[config.mk]
export PLATFORM = sky130hd
export DESIGN_NAME = spi_fpga_slave_flat
export DESIGN_NICKNAME = d
export VERILOG_FILES = /design/src/rtl/spi_fpga_slave_pkg.sv /design/src/rtl/spi_fpga_slave_if.sv /design/src/rtl/spi_fpga_input_sync.sv /design/src/rtl/spi_fpga_slave.sv /design/src/flat_wrapper.sv
export SDC_FILE = /design/constraint.sdc
export NUM_CORES = 1
export LEC_CHECK = 0
export ABC_AREA = 1
export CORE_MARGIN = 2
export CORE_UTILIZATION = 55
export CTS_CLUSTER_SIZE = 14
export DETAILED_ROUTE_END_ITERATION = 10
export PLACE_DENSITY = 0.79
export SLEW_MARGIN = 25
export SYNTH_ARGS = -nofsm -noshare
export SYNTH_HDL_FRONTEND = slang
export SYNTH_SLANG_ARGS = --single-unit
[constraint.sdc]
create_clock -name clk -period 3.4 [get_ports clk]
set_clock_uncertainty 0.05 [all_clocks]
set_input_delay 0.68 -clock clk [delete_from_list [all_inputs] [get_ports clk]]
set_output_delay 0.68 -clock clk [all_outputs]
set_load 0.005 [all_outputs]
[src/rtl/spi_fpga_slave_pkg.sv]
// Shared definitions for the SPI slave: FSM states, bit-order constants and
// helpers that derive the sample/shift edge from the SPI mode.
package spi_fpga_slave_pkg;

    // Bit-order encoding, identical to the one used by the SPI master.
    localparam logic BIT_SEQ_MSB_FIRST = 1'b1;
    localparam logic BIT_SEQ_LSB_FIRST = 1'b0;

    typedef enum logic [0:0] {
        StIdle,
        StActive
    } state_e;

    function automatic logic leading_is_rise(input logic cpol);
        return !cpol;
    endfunction

    // Sampling happens on the leading edge for CPHA=0 and on the trailing edge for CPHA=1.
    // The result reduces to "sample on rising SCLK" exactly when CPOL equals CPHA.
    function automatic logic sample_on_rise(input logic cpol, input logic cpha);
        return leading_is_rise(cpol) ^ cpha;
    endfunction

endpackage

[src/rtl/spi_fpga_slave_if.sv]
// Bus bundle between the SPI slave and its environment: the four SPI wires plus
// the fabric-side TX/RX word interface.
interface spi_fpga_slave_if #(
    parameter int unsigned PACK_LENGTH = 8
);
    logic                   cs;
    logic                   sclk;
    logic                   mosi;
    logic                   miso;
    logic                   miso_en;
    logic [PACK_LENGTH-1:0] tx_data;
    logic                   tx_load;
    logic                   tx_ready;
    logic [PACK_LENGTH-1:0] receive_data;
    logic                   receive_valid;

    modport slave (
        input  cs, sclk, mosi, tx_data, tx_load,
        output miso, miso_en, tx_ready, receive_data, receive_valid
    );

    modport master (
        output cs, sclk, mosi, tx_data, tx_load,
        input  miso, miso_en, tx_ready, receive_data, receive_valid
    );
endinterface

[src/rtl/spi_fpga_input_sync.sv]
// Two-flop synchronizer for an asynchronous input with a third stage that
// yields single-cycle rise/fall pulses of the synchronized level.
module spi_fpga_input_sync #(
    parameter logic RESET_VALUE = 1'b0
) (
    input  logic clk,
    input  logic rst_n,
    input  logic din,
    output logic dout,
    output logic rise,
    output logic fall
);
    logic [2:0] sync_q;

    always_ff @(posedge clk or negedge rst_n) begin
        if (!rst_n) begin
            sync_q <= {3{RESET_VALUE}};
        end else begin
            sync_q <= {sync_q[1:0], din};
        end
    end

    assign dout = sync_q[1];
    assign rise = sync_q[1] & ~sync_q[2];
    assign fall = ~sync_q[1] & sync_q[2];

endmodule

[src/rtl/spi_fpga_slave.sv]
// Oversampled SPI slave: full-duplex PACK_LENGTH-bit words, any CPOL/CPHA mode,
// TX holding register on the fabric side, back-to-back words while CS stays low.
module spi_fpga_slave
    import spi_fpga_slave_pkg::*;
#(
    parameter int unsigned PACK_LENGTH                = 8,
    parameter logic        CPOL                       = 1'b0,
    parameter logic        CPHA                       = 1'b0,
    parameter logic        PACK_BIT_SEQUENCE_TRANSMIT = BIT_SEQ_MSB_FIRST,
    parameter logic        PACK_BIT_SEQUENCE_RECEIVE  = BIT_SEQ_MSB_FIRST
) (
    input  logic               clk,
    input  logic               rst_n,
    spi_fpga_slave_if.slave    bus
);
    localparam int unsigned CNT_W       = $clog2(PACK_LENGTH + 1);
    localparam logic        SAMPLE_RISE = sample_on_rise(CPOL, CPHA);

    typedef logic [PACK_LENGTH-1:0] word_t;

    logic sclk_s, sclk_rise, sclk_fall;
    logic cs_s, cs_rise, cs_fall;
    logic mosi_s, mosi_rise, mosi_fall;

    spi_fpga_input_sync #(.RESET_VALUE(CPOL)) u_sync_sclk (
        .clk  (clk),
        .rst_n(rst_n),
        .din  (bus.sclk),
        .dout (sclk_s),
        .rise (sclk_rise),
        .fall (sclk_fall)
    );

    spi_fpga_input_sync #(.RESET_VALUE(1'b1)) u_sync_cs (
        .clk  (clk),
        .rst_n(rst_n),
        .din  (bus.cs),
        .dout (cs_s),
        .rise (cs_rise),
        .fall (cs_fall)
    );

    spi_fpga_input_sync #(.RESET_VALUE(1'b0)) u_sync_mosi (
        .clk  (clk),
        .rst_n(rst_n),
        .din  (bus.mosi),
        .dout (mosi_s),
        .rise (mosi_rise),
        .fall (mosi_fall)
    );

    // Edge strobes carry all the timing; the synchronized levels of SCLK/CS are not needed.
    logic unused_sync;
    assign unused_sync = ^{sclk_s, cs_s, mosi_rise, mosi_fall};

    logic sample_edge, shift_edge;
    assign sample_edge = SAMPLE_RISE ? sclk_rise : sclk_fall;
    assign shift_edge  = SAMPLE_RISE ? sclk_fall : sclk_rise;

    function automatic logic tx_first_bit(input word_t w);
        return (PACK_BIT_SEQUENCE_TRANSMIT == BIT_SEQ_MSB_FIRST) ? w[PACK_LENGTH-1] : w[0];
    endfunction

    function automatic word_t tx_advance(input word_t w);
        return (PACK_BIT_SEQUENCE_TRANSMIT == BIT_SEQ_MSB_FIRST) ? (w << 1) : (w >> 1);
    endfunction

    state_e           state_q, state_d;
    logic [CNT_W-1:0] cnt_q, cnt_d;
    word_t            tx_shift_q, tx_shift_d;
    word_t            rx_shift_q, rx_shift_d;
    word_t            hold_q, hold_d;
    logic             tx_ready_q, tx_ready_d;
    logic             miso_q, miso_d;
    logic             miso_en_q, miso_en_d;
    word_t            rx_data_q, rx_data_d;
    logic             rx_valid_q, rx_valid_d;
    logic             skip_q, skip_d;

    logic             load_accept;
    logic             reload;
    word_t            reload_word;
    word_t            rx_next;
    logic [CNT_W-1:0] cnt_inc;

    assign load_accept = bus.tx_load & tx_ready_q;
    assign reload_word = tx_ready_q ? '0 : hold_q;
    assign cnt_inc     = cnt_q + CNT_W'(1);
    assign rx_next     = (PACK_BIT_SEQUENCE_RECEIVE == BIT_SEQ_MSB_FIRST) ?
                         {rx_shift_q[PACK_LENGTH-2:0], mosi_s} :
                         {mosi_s, rx_shift_q[PACK_LENGTH-1:1]};

    always_comb begin
        state_d    = state_q;
        cnt_d      = cnt_q;
        tx_shift_d = tx_shift_q;
        rx_shift_d = rx_shift_q;
        miso_d     = miso_q;
        miso_en_d  = miso_en_q;
        rx_data_d  = rx_data_q;
        rx_valid_d = 1'b0;
        skip_d     = skip_q;
        reload     = 1'b0;

        unique case (state_q)
            StIdle: begin
                if (cs_fall) begin
                    state_d   = StActive;
                    reload    = 1'b1;
                    cnt_d     = '0;
                    miso_en_d = 1'b1;
                    skip_d    = 1'b0;
                    if (!CPHA) begin
                        miso_d     = tx_first_bit(reload_word);
                        tx_shift_d = tx_advance(reload_word);
                    end else begin
                        tx_shift_d = reload_word;
                    end
                end
            end
            StActive: begin
                if (cs_rise) begin
                    state_d   = StIdle;
                    cnt_d     = '0;
                    miso_en_d = 1'b0;
                    skip_d    = 1'b0;
                end else if (sample_edge) begin
                    rx_shift_d = rx_next;
                    if (cnt_inc == CNT_W'(PACK_LENGTH)) begin
                        rx_data_d  = rx_next;
                        rx_valid_d = 1'b1;
                        cnt_d      = '0;
                        reload     = 1'b1;
                        // With CPHA=0 bit 0 of the next word goes out now, so the
                        // trailing edge that follows must not advance MISO again.
                        if (!CPHA) begin
                            miso_d     = tx_first_bit(reload_word);
                            tx_shift_d = tx_advance(reload_word);
                            skip_d     = 1'b1;
                        end else begin
                            tx_shift_d = reload_word;
                        end
                    end else begin
                        cnt_d = cnt_inc;
                    end
                end else if (shift_edge) begin
                    if (skip_q) begin
                        skip_d = 1'b0;
                    end else begin
                        miso_d     = tx_first_bit(tx_shift_q);
                        tx_shift_d = tx_advance(tx_shift_q);
                    end
                end
            end
            default: state_d = StIdle;
        endcase
    end

    // A load coinciding with a reload wins READY; the reload already took the old contents.
    always_comb begin
        hold_d     = hold_q;
        tx_ready_d = tx_ready_q;
        if (load_accept) begin
            hold_d     = bus.tx_data;
            tx_ready_d = 1'b0;
        end else if (reload) begin
            tx_ready_d = 1'b1;
        end
    end

    always_ff @(posedge clk or negedge rst_n) begin
        if (!rst_n) begin
            state_q    <= StIdle;
            cnt_q      <= '0;
            tx_shift_q <= '0;
            rx_shift_q <= '0;
            hold_q     <= '0;
            tx_ready_q <= 1'b1;
            miso_q     <= 1'b0;
            miso_en_q  <= 1'b0;
            rx_data_q  <= '0;
            rx_valid_q <= 1'b0;
            skip_q     <= 1'b0;
        end else begin
            state_q    <= state_d;
            cnt_q      <= cnt_d;
            tx_shift_q <= tx_shift_d;
            rx_shift_q <= rx_shift_d;
            hold_q     <= hold_d;
            tx_ready_q <= tx_ready_d;
            miso_q     <= miso_d;
            miso_en_q  <= miso_en_d;
            rx_data_q  <= rx_data_d;
            rx_valid_q <= rx_valid_d;
            skip_q     <= skip_d;
        end
    end

    assign bus.miso          = miso_q;
    assign bus.miso_en       = miso_en_q;
    assign bus.tx_ready      = tx_ready_q;
    assign bus.receive_data  = rx_data_q;
    assign bus.receive_valid = rx_valid_q;

endmodule

[src/flat_wrapper.sv]
// flat-port wrapper written by rule: the top's interface ports become plain ports
module spi_fpga_slave_flat import spi_fpga_slave_pkg::*;
#(
    parameter int unsigned PACK_LENGTH                = 8,
    parameter logic        CPOL                       = 1'b0,
    parameter logic        CPHA                       = 1'b0,
    parameter logic        PACK_BIT_SEQUENCE_TRANSMIT = BIT_SEQ_MSB_FIRST,
    parameter logic        PACK_BIT_SEQUENCE_RECEIVE  = BIT_SEQ_MSB_FIRST
)
  (clk, rst_n, bus_cs, bus_sclk, bus_mosi, bus_tx_data, bus_tx_load, bus_miso, bus_miso_en, bus_tx_ready, bus_receive_data, bus_receive_valid);
  spi_fpga_slave_if #(.PACK_LENGTH(PACK_LENGTH)) bus_i ();
  input  logic clk;
  input  logic rst_n;
  input wire logic [$bits(bus_i.cs)-1:0] bus_cs;
  input wire logic [$bits(bus_i.sclk)-1:0] bus_sclk;
  input wire logic [$bits(bus_i.mosi)-1:0] bus_mosi;
  input wire logic [$bits(bus_i.tx_data)-1:0] bus_tx_data;
  input wire logic [$bits(bus_i.tx_load)-1:0] bus_tx_load;
  output wire logic [$bits(bus_i.miso)-1:0] bus_miso;
  output wire logic [$bits(bus_i.miso_en)-1:0] bus_miso_en;
  output wire logic [$bits(bus_i.tx_ready)-1:0] bus_tx_ready;
  output wire logic [$bits(bus_i.receive_data)-1:0] bus_receive_data;
  output wire logic [$bits(bus_i.receive_valid)-1:0] bus_receive_valid;
  assign bus_i.cs = bus_cs;
  assign bus_i.sclk = bus_sclk;
  assign bus_i.mosi = bus_mosi;
  assign bus_i.tx_data = bus_tx_data;
  assign bus_i.tx_load = bus_tx_load;
  assign bus_miso = bus_i.miso;
  assign bus_miso_en = bus_i.miso_en;
  assign bus_tx_ready = bus_i.tx_ready;
  assign bus_receive_data = bus_i.receive_data;
  assign bus_receive_valid = bus_i.receive_valid;
  spi_fpga_slave #(.PACK_LENGTH(PACK_LENGTH), .CPOL(CPOL), .CPHA(CPHA), .PACK_BIT_SEQUENCE_TRANSMIT(PACK_BIT_SEQUENCE_TRANSMIT), .PACK_BIT_SEQUENCE_RECEIVE(PACK_BIT_SEQUENCE_RECEIVE)) u_core (.clk(clk), .rst_n(rst_n), .bus(bus_i));
endmodule
==> impl_results.md <==
* Outcome: completed
* All-Layer GR Usage at 0.189
* Hold WC Path Type: reg2reg
* Largest area contributor in the netlist: dfrtp_1
* Initial Utilization at 0.565
* Compound-cell area share of the yosys netlist at 0.0928
* Max-cap violation count at 0
* CP peak stage delay at 0.56 ns
* Inserted Diodes at 0
* H-tree depth at 2
* Area grow syn2layout at 17.9%
* Number of synthesized register bits at 48
* Grt total ovfl at 0
* Inserted Clock Buffers at 5
* LEAKAGE at 0.00117 µW
* Post-synth top area share at 0.541
* Fill cell count at 290
* Top delay family on crit path: flip-flops
* Final TNS setup at 0 ns
* Clk_lat worst skew at 0.30 ns
* Largest net degree at the start of global routing at 49
* Final setup fails at 0
* Dominant cells by area after synthesis: dfrtp_1 (54%), nand2_1 (16%), dfstp_2 (5.2%), o21ai_0 (3.9%), inv_1 (3.3%)
* Post CTS Setup Buffer Count at 0
* Post-synthesis mux area share at 0
* Netlist Area Pre-Place at 2040 µm²
* CTS Hold Bufs at 0
* Hold_sp: u_core.u_sync_mosi.sync_q[0]
* Max frequency at 482 MHz
* Hold Path Stages at 0
* Post-Synth Adder-Cell Area at 0.00614
* R2R setup slack at 1.63 ns
* Most frequent cells in the layout: nand2_1 (86), dfrtp_1 (44), clkdlybuf4s50_1 (24), inv_1 (18), o21ai_0 (16)
* Drt wl/cell at 11.5 µm
* DRT iter0 DRCs at 88
* Synth Area in XOR/XNOR at 0
* First-pass DRT Iterations at 4
* Via count at 1,453
* Max Root-Sink Buffers at 2
* Post-cts sizing count at 0
* CP Data Arrival Time at 1.35 ns
* Final WL at 3450 µm
* I/O Buffers at 25
* First-pass GRT wire length at 6110 µm
* Rel. slew slack at 0.614
* Total Nets Final at 265
* Power density over the cells at 592 nW/µm²
* R2R Path Start: u_core.u_sync_cs.sync_q[2]
* Worst Max-Slew Pin Slew at 0.580 ns
* CP required at 2.67 ns
* Leading cell type in the layout, fill and taps excluded: nand2_1
* Register area share after synthesis at 0.592
* Post-DR vias/cell at 4.86
* ANT nets after route at 0
* Worst vdd ir at 0.000430 V
* Critical Path Source Type: flop
* TritonCTS clock tree: done
* RSZ-0062 raised after global routing: false
* Final HPWL DP at 2350 µm
* Endpoint class of the critical path: primary output
* Final Max Slew Viols at 0
* Num rows at 22
* Synth Net Count at 236
* Critical Path Fanout Max at 3
* Worst Path Buf+Inv at 1
* Kind of critical path: reg2out
* Synth cell types at 26
* CP max-delay cell: dfstp_2
* Die Wd at 64.9 µm
* Hold Path End: u_core.u_sync_mosi.sync_q[1]
* Top-Level Pins at 26
* Vias in the first global route at 1,434
* Synth Area in Simple Gates at 0.259
* Final Hold Violating Endpoints at 0
* Initial antenna violation count at 0
* Die height at 64.9 µm
* Tot Pwr at 1420 µW
* CTS root buffer: clkbuf_8
* Synth warnings at 0
* Remaining routing DRC violations at 0
* Clk pin slew, worst setup/hold paths at 0.07 ns
* Die area at 4210 µm²
* Proportion of layout cells with a drive suffix above 1 at 0.127
* Final period utilization at 0.611
* Largest family of logic cells by synthesized area: simple AND/OR/NAND/NOR gates
* Worst r2r path cells at 7
* Core Region at 3610 µm²
* Synth Instances at 221
* Routability congestion estimate at 0.790
* RR Endpoint: u_core.bus.receive_data[1]
* CTS Sinks at 48
* Syn Area/Cell at 9.22 µm²
* Post-layout min period at 2.08 ns
* Cell Chain, Critical Path: clkdlybuf4s50_1
## worst reg2reg max path, delay by kind of cell, from the launching register on
kind	cells	cell delay [ns]
buffers and inverters	1	0.07
AO/OA/AOI/OAI	1	0.06
AND/OR/NAND/NOR	5	0.94
flip-flops	1	0.52
## worst max-delay path by stage
stage,startpoint,to,slack [ns],cells after the start
4_1_cts,u_core.bus.tx_ready,bus_tx_ready,1.30,1
3_5_place_dp,bus_tx_load,u_core.hold_q[6],1.45,5
6_report,u_core.bus.tx_ready,bus_tx_ready,1.32,1
2_1_floorplan,u_core.u_sync_cs.sync_q[2],u_core.bus.receive_data[6],1.98,8
3_3_place_gp,bus_tx_load,u_core.hold_q[0],1.48,5
5_1_grt,u_core.bus.tx_ready,bus_tx_ready,1.27,1
## through the flow
| stage | util | hold slack, ns | std cells | setup WS (ns) | area (µm²) |
|---|---|---|---|---|---|
| finish | 0.666 | 0.304 | 299 | 1.32 | 2400 |
| global route | 0.666 | 0.309 | 299 | 1.27 | 2400 |
| CTS | 0.666 | 0.307 | 299 | 1.30 | 2400 |
| detailed placement | 0.643 | 0.288 | 291 | 1.45 | 2320 |
| global placement | 0.643 | 0.284 | 291 | 1.48 | 2320 |
| floorplan | - | 0.281 | 221 | 1.98 | 2040 |
## logic make-up (layout without fill, tap and decap cells)
kind of cell / after synthesis / after routing
and+or+nand+nor: 118 / 118
DFF: 48 / 48
AOI/OAI and AO/OA: 30 / 30
buffers and inverters: 24 / 54
adders and majority gates: 1 / 1
## metal layers
metal | vias to the layer above | share of wire | track usage
met5 | - | 0 | 0
met4 | 0 | 0.0073 | 0.0745
met3 | 2 | 0.036 | 0.0521
met2 | 23 | 0.45 | 0.284
met1 | 678 | 0.50 | 0.260
li1 | 750 | - | -
## area by class of cell
cell class | count | area, µm² | share of cell area
sequential | 48 | 1210 | 0.502
multi-input combinational | 149 | 728 | 0.303
timing repair buffer | 25 | 248 | 0.103
inverter | 21 | 78.8 | 0.0328
clock buffer | 7 | 76.3 | 0.0318
tap | 48 | 60.1 | 0.0250
clock inverter | 1 | 5.00 | 0.00208
## Yosys cell counts, drive strengths merged
cell type	count
nand4	1
dfstp	4
o22ai	1
ha	1
nor3	1
a22o	1
buf	3
nand3	7
clkinv	2
a21oi	5
and3	1
o21ai	23
nand2	92
nor2	10
dfrtp	44
inv	19
nand3b	6
## flip-flops by register name, summed over array words and instances, names as in the netlist
signal	flops
u_core.skip_q	1
u_core.bus.miso	1
u_core.bus.receive_valid	1
u_core.rx_shift_q	7
u_core.bus.tx_ready	1
u_core.cnt_q	4
u_core.u_sync_sclk.sync_q	3
u_core.u_sync_mosi.sync_q	2
u_core.tx_shift_q	7
u_core.u_sync_cs.sync_q	3
u_core.state_q	1
u_core.bus.receive_data	8
u_core.bus.miso_en	1
u_core.hold_q	8
## where the power goes
| group | total (µW) | switching, µW | internal, µW |
|---|---|---|---|
| Clock | 318 | 174 | 144 |
| Sequential | 780 | 76.6 | 703 |
| Combinational | 324 | 186 | 139 |
Power figures use the tool's default switching activity.
